$ cat config.mk
export PLATFORM = sky130hd
export DESIGN_NAME = int_ack_responder
export DESIGN_NICKNAME = d
export VERILOG_FILES = /design/src/rtl/int_ack_responder.sv
export SDC_FILE = /design/constraint.sdc
export NUM_CORES = 1
export LEC_CHECK = 0
export BUFFER_PORTS_ARGS = -buffer_cell sky130_fd_sc_hd__buf_2
export CORE_ASPECT_RATIO = 0.9
export CORE_UTILIZATION = 58
export CTS_CLUSTER_DIAMETER = 100
export DETAILED_ROUTE_END_ITERATION = 10
export PLACE_DENSITY_LB_ADDON = 0.2
export SETUP_SLACK_MARGIN = 0.4
export SYNTH_ARGS = -nofsm -noshare
export SYNTH_HDL_FRONTEND = slang
export SYNTH_SLANG_ARGS = --single-unit
$ cat constraint.sdc
create_clock -name clk -period 10.9 [get_ports clk]
set_input_delay 1.635 -clock clk [delete_from_list [all_inputs] [get_ports clk]]
set_output_delay 1.635 -clock clk [all_outputs]
set_load 0.02 [all_outputs]
$ cat src/rtl/int_ack_responder.sv
// int_ack_responder
//   Interrupt request/acknowledge responder on the CPU data bus. A level
//   interrupt on interrupt_in moves the block from IDLE to PENDING and raises
//   hwint (if enabled). Software acknowledges by writing the ACK register. The
//   block then waits in ACK_WAIT until the level drops, so a held level never
//   re-triggers. Accepted and spurious acknowledges are counted.
//
// Register map (word aligned, m_addr[1:0] ignored):
//   0x7F20 ACK   : write = acknowledge, read = {30'b0, state}
//   0x7F24 COUNT : accepted acknowledge count (byte writable)
//   0x7F28 SPUR  : spurious acknowledge count (byte writable)
//   0x7F2C EN    : bit0 = interrupt enable
//
// Ports:
//   clk          : clock, rising edge
//   reset        : synchronous active-high reset
//   interrupt_in : external level interrupt request
//   m_addr       : bus byte address
//   m_wdata      : bus write data
//   m_byteen     : per-byte write enables, any bit set = write
//   m_rdata      : combinational read data, 0 when not decoded
//   hwint        : registered interrupt request to CP0
//   hit          : combinational address decode hit
module int_ack_responder (
  input  logic        clk,
  input  logic        reset,
  input  logic        interrupt_in,
  input  logic [31:0] m_addr,
  input  logic [31:0] m_wdata,
  input  logic [3:0]  m_byteen,
  output logic [31:0] m_rdata,
  output logic        hwint,
  output logic        hit
);

  typedef enum logic [1:0] {
    StIdle    = 2'd0,
    StPending = 2'd1,
    StAckWait = 2'd2,
    StBad     = 2'd3
  } state_e;

  localparam logic [29:0] WordAck   = 30'h1FC8;  // 0x7F20
  localparam logic [29:0] WordCount = 30'h1FC9;  // 0x7F24
  localparam logic [29:0] WordSpur  = 30'h1FCA;  // 0x7F28
  localparam logic [29:0] WordEn    = 30'h1FCB;  // 0x7F2C

  state_e      r_state;
  state_e      w_state_next;
  logic [31:0] r_count;
  logic [31:0] r_spur;
  logic        r_en;
  logic        r_hwint;

  logic        w_sel_ack;
  logic        w_sel_count;
  logic        w_sel_spur;
  logic        w_sel_en;
  logic        w_wr;
  logic        w_ack_ok;
  logic        w_ack_spur;
  logic [31:0] w_count_inc;
  logic [31:0] w_spur_inc;
  logic [31:0] w_count_next;
  logic [31:0] w_spur_next;
  logic        w_en_next;
  logic        w_unused_addr;

  assign w_unused_addr = ^m_addr[1:0];

  assign w_sel_ack   = (m_addr[31:2] == WordAck);
  assign w_sel_count = (m_addr[31:2] == WordCount);
  assign w_sel_spur  = (m_addr[31:2] == WordSpur);
  assign w_sel_en    = (m_addr[31:2] == WordEn);
  assign hit         = w_sel_ack | w_sel_count | w_sel_spur | w_sel_en;
  assign w_wr        = |m_byteen;

  // Only an ACK write in PENDING is accepted; any other ACK write is spurious.
  assign w_ack_ok   = w_sel_ack & w_wr & (r_state == StPending);
  assign w_ack_spur = w_sel_ack & w_wr & (r_state != StPending);

  always_comb begin
    w_state_next = r_state;
    unique case (r_state)
      StIdle:    if (interrupt_in) w_state_next = StPending;
      StPending: if (w_ack_ok) w_state_next = StAckWait;
      StAckWait: if (!interrupt_in) w_state_next = StIdle;
      StBad:     w_state_next = StIdle;
    endcase
  end

  // Counters: written bytes win, unwritten bytes take the incremented value.
  assign w_count_inc = r_count + {31'b0, w_ack_ok};
  assign w_spur_inc  = r_spur + {31'b0, w_ack_spur};

  always_comb begin
    w_count_next = w_count_inc;
    w_spur_next  = w_spur_inc;
    for (int b = 0; b < 4; b++) begin
      if (w_sel_count && m_byteen[b]) w_count_next[8*b +: 8] = m_wdata[8*b +: 8];
      if (w_sel_spur && m_byteen[b])  w_spur_next[8*b +: 8]  = m_wdata[8*b +: 8];
    end
  end

  assign w_en_next = (w_sel_en && m_byteen[0]) ? m_wdata[0] : r_en;

  always_ff @(posedge clk) begin
    if (reset) begin
      r_state <= StIdle;
      r_count <= 32'h0;
      r_spur  <= 32'h0;
      r_en    <= 1'b1;
      r_hwint <= 1'b0;
    end else begin
      r_state <= w_state_next;
      r_count <= w_count_next;
      r_spur  <= w_spur_next;
      r_en    <= w_en_next;
      // Uses the enable as it stands before this edge's write.
      r_hwint <= (w_state_next == StPending) & r_en;
    end
  end

  assign hwint = r_hwint;

  // Reads see register values before this edge's update.
  always_comb begin
    m_rdata = 32'h0;
    if (w_sel_ack)        m_rdata = {30'b0, r_state};
    else if (w_sel_count) m_rdata = r_count;
    else if (w_sel_spur)  m_rdata = r_spur;
    else if (w_sel_en)    m_rdata = {31'b0, r_en};
  end

endmodule

==> impl_results.md <==
* Status: complete, no violations
* Crit path DAT at 4.26 ns
* CP Max Fanout at 25
* Syn Std Cell Area at 0.004163 sq mm
* Crit path max-delay family: simple AND/OR/NAND/NOR gates
* Worst setup startpoint: m_addr[17]
* Sinks on Clock Net at 68
* Avg Vias per Cell at 6.367
* CTS Buffer Depth at 2
* Global-route wire length before repair at 19040 microns
* R2r startpoint: r_state[0]$_SDFF_PP0_
* Hold path start: r_en$_SDFFE_PP1P_
* Hold Vio Cnt, Final at 0
* Most used DFF post-synth: dfxtp_1
* Area share of fa/ha/maj cells after synthesis at 1.803%
* Fmax at 169.6 MHz
* CP Class: input pin to output port
* Synth Net Count at 578
* Num rows at 28
* P_leak at 1.813 nW
* WL/cell at 17.91 microns
* Worst stage delay on the critical path at 0.68 ns
* RSZ-0062 raised after global routing: no
* H-tree Lvls at 3
* Number of fill cells in the layout at 548
* FF+latch count, synth at 68
* Slowest cell on crit path: nor3_4
* Vias at 4349
* Core area at 0.006761 sq mm
* DR pass1 iterations at 5
* Hpwl dp at 8684 microns
* Yosys warnings at 0
* Setup TNS at 0 ns
* Total global routing overflow at 0
* Die Width at 91.30 microns
* Mux share of post-synthesis cell area at 1.022%
* Clock slew at reported path FFs at 0.07 ns
* DRC at 0
* Slew Limit Fails at 0
* Clock Skews at 0.01150 ns
* DRT iter0 DRCs at 492
* Antenna-violating nets left at 0
* Largest net degree at the start of global routing at 62
* Total Wirelength at 12230 microns
* Worst Path Buf+Inv at 3
* Post-CTS resize count at 0
* Netlist cell types at 40
* Pwr per Cell Area at 110.1 mW/mm^2
* Most frequent CP cell: buf_2
* Critical Path RT at 9.27 ns
* Final setup fails at 0
* Die area at 0.007520 sq mm
* Largest family of logic cells by synthesized area: simple AND/OR/NAND/NOR gates
* Period utilisation layout at 54.08%
* Post-synthesis sequential area ratio at 32.70%
* Syn Area/Cell at 8.309 sq um
* Vias in the first global route at 3905
* Xor/xnor share of the synthesized area at 12.41%
* Hold-fix buffers, CTS at 0
* GRT Total Usage at 32.83%
* CTS Root Buffer Type: clkbuf_8
* Worst slew pin tran at 0.7043 ns
* Initial core utilization at 61.57%
* Fraction of registers with async set/reset at 0%
* Final Net Count at 665
* CP endpoint kind: output port
* Layout cells sized above 1 at 22.09%
* Synth Area in Compound Gates at 18.94%
* CTS tree: yes
* Tmin final at 5.895 ns
* Die Height at 82.37 microns
* Antenna diode count at 0
* Max-capacitance violation count at 0
* Max transition margin at 53.04%
* Crit-path cells: buf_2 > nor4b_1 > nand4_1 > nor3_4 > buf_4 > a22o_1 > buf_2
* Initial antenna violation count at 0
* Simple-gate area share of the yosys netlist at 29.10%
* Post-Syn Instances at 501
* Max VDD drop at 0.07922 mV
* Min-Delay Path Class: flip-flop to flip-flop
* Port Buffer Count at 102
* Later-pin clock latency in the skew report at 0.35 ns
* GP Congestion at 0.9419
* I/O pins at 105
* Worst setup SP type: input pin
* Post-synth EDFFs at 0
* Final Core Density at 73.17%
* Area Overhead vs Synth at 18.85%
* CTS Buf Count at 9
* Post-CTS Repair Setup Buffers at 0
-- final cells by class --
cell class	instances	area (sq um)	area share (%)
multi-input combinational	391	2634	53.24
sequential	68	1361	27.52
tap	90	112.6	2.276
clock buffer	11	151.4	3.060
clock inverter	5	106.4	2.150
timing repair buffer	105	533.0	10.77
inverter	13	48.80	0.9863
-- worst paths after layout --
path,endpoint,slack (ns),depth (start not counted)
worst max-delay path,m_rdata[22],5.00,7
worst min-delay path,r_en$_SDFFE_PP1P_,0.52,2
worst max register to register,r_count[16]$_SDFF_PP0_,8.26,9
worst min register to register,r_en$_SDFFE_PP1P_,0.52,2
-- routing by layer --
| layer | vias to the layer above | GRT usage [%] | part of all wire, % | routed length, microns |
|---|---|---|---|---|
| met4 | 0 | 11.11 | 1.3 | 161 |
| met2 | 223 | 54.17 | 47 | 5787 |
| met5 | - | 0 | 0 | 0 |
| met3 | 20 | 9.615 | 9.6 | 1172 |
| met1 | 2048 | 41.62 | 42 | 5109 |
| li1 | 2058 | - | - | - |
-- logic make-up after synthesis --
family | Yosys count
AND/OR/NAND/NOR | 222
AO/OA/AOI/OAI | 101
flip-flops | 68
adder cells (fa/ha/maj) | 6
XOR/XNOR | 59
buffers and inverters | 42
multiplexers | 3
-- state kept, by name, indices dropped and copies added, names as in the netlist --
name,flops
r_count,32
r_spur,32
r_state,2
hwint,1
r_en,1
-- placed cells by master (no fill, tap or decap), types with 2 or more instances in the layout --
master / instances
bufinv_16: 3
and4_1: 14
nor4bb_1: 2
dfxtp_1: 68
o21ai_0: 5
nand2_1: 24
or4_1: 2
nor3_1: 27
and3_1: 15
clkbuf_8: 11
nand3_1: 32
xnor2_1: 46
a22o_1: 30
o21a_1: 2
buf_4: 3
nor3b_1: 2
ha_1: 6
a211oi_1: 49
nor4b_1: 2
nor2_1: 55
a221oi_1: 3
nor4_1: 17
nor2b_1: 3
xor2_1: 13
a21oi_1: 8
mux2i_1: 2
a221oi_2: 3
inv_1: 13
nand4_1: 16
buf_2: 102
or4_4: 3
and3b_1: 2
-- synthesized netlist by cell type, drive strengths merged, types with 8 or more instances --
| master | number | area share [%] |
|---|---|---|
| a211oi | 49 | 8.8 |
| clkbuf | 23 | 2.1 |
| and3 | 15 | 2.3 |
| inv | 13 | 1.2 |
| nand2 | 24 | 2.2 |
| xor2 | 13 | 2.7 |
| xnor2 | 46 | 9.7 |
| a21oi | 8 | 0.96 |
| nor3 | 28 | 3.6 |
| nand4 | 16 | 2.4 |
| nor2 | 55 | 5.0 |
| a22o | 30 | 6.3 |
| and4 | 14 | 2.9 |
| nand3 | 32 | 3.8 |
| nor4 | 17 | 2.6 |
| dfxtp | 68 | 33 |
-- tightest hold or removal path: stages, from the launching register on --
cell and delay (ns):
dfxtp_1 0.35, mux2i_1 0.08, nand2_1 0.06
-- where the power goes --
group | internal (W) | leakage, nW | switching, W | total [W]
Sequential | 0.000249 | 0.548 | 0.000000363 | 0.000249
Clock | 0.000165 | 0.126 | 0.000103 | 0.000268
Combinational | 0.0000121 | 1.14 | 0.0000153 | 0.0000274
Total | 0.000426 | 1.81 | 0.000118 | 0.000544
-- per-stage QoR --
stage	total power (W)	hold WS [ns]	std cells	instance area [sq um]	setup slack, ns
after floorplan	0.0002641	0.4516	501	4163	5.795
after global placement	0.0002811	0.4885	667	4690	5.208
after detailed placement	0.0002815	0.5047	667	4690	5.084
after CTS	0.0005441	0.5240	683	4947	5.083
after global routing	0.0005589	0.5526	683	4947	4.813
final	0.0005445	0.5181	683	4947	5.005
Note: power is estimated with default switching activity, not from simulation.
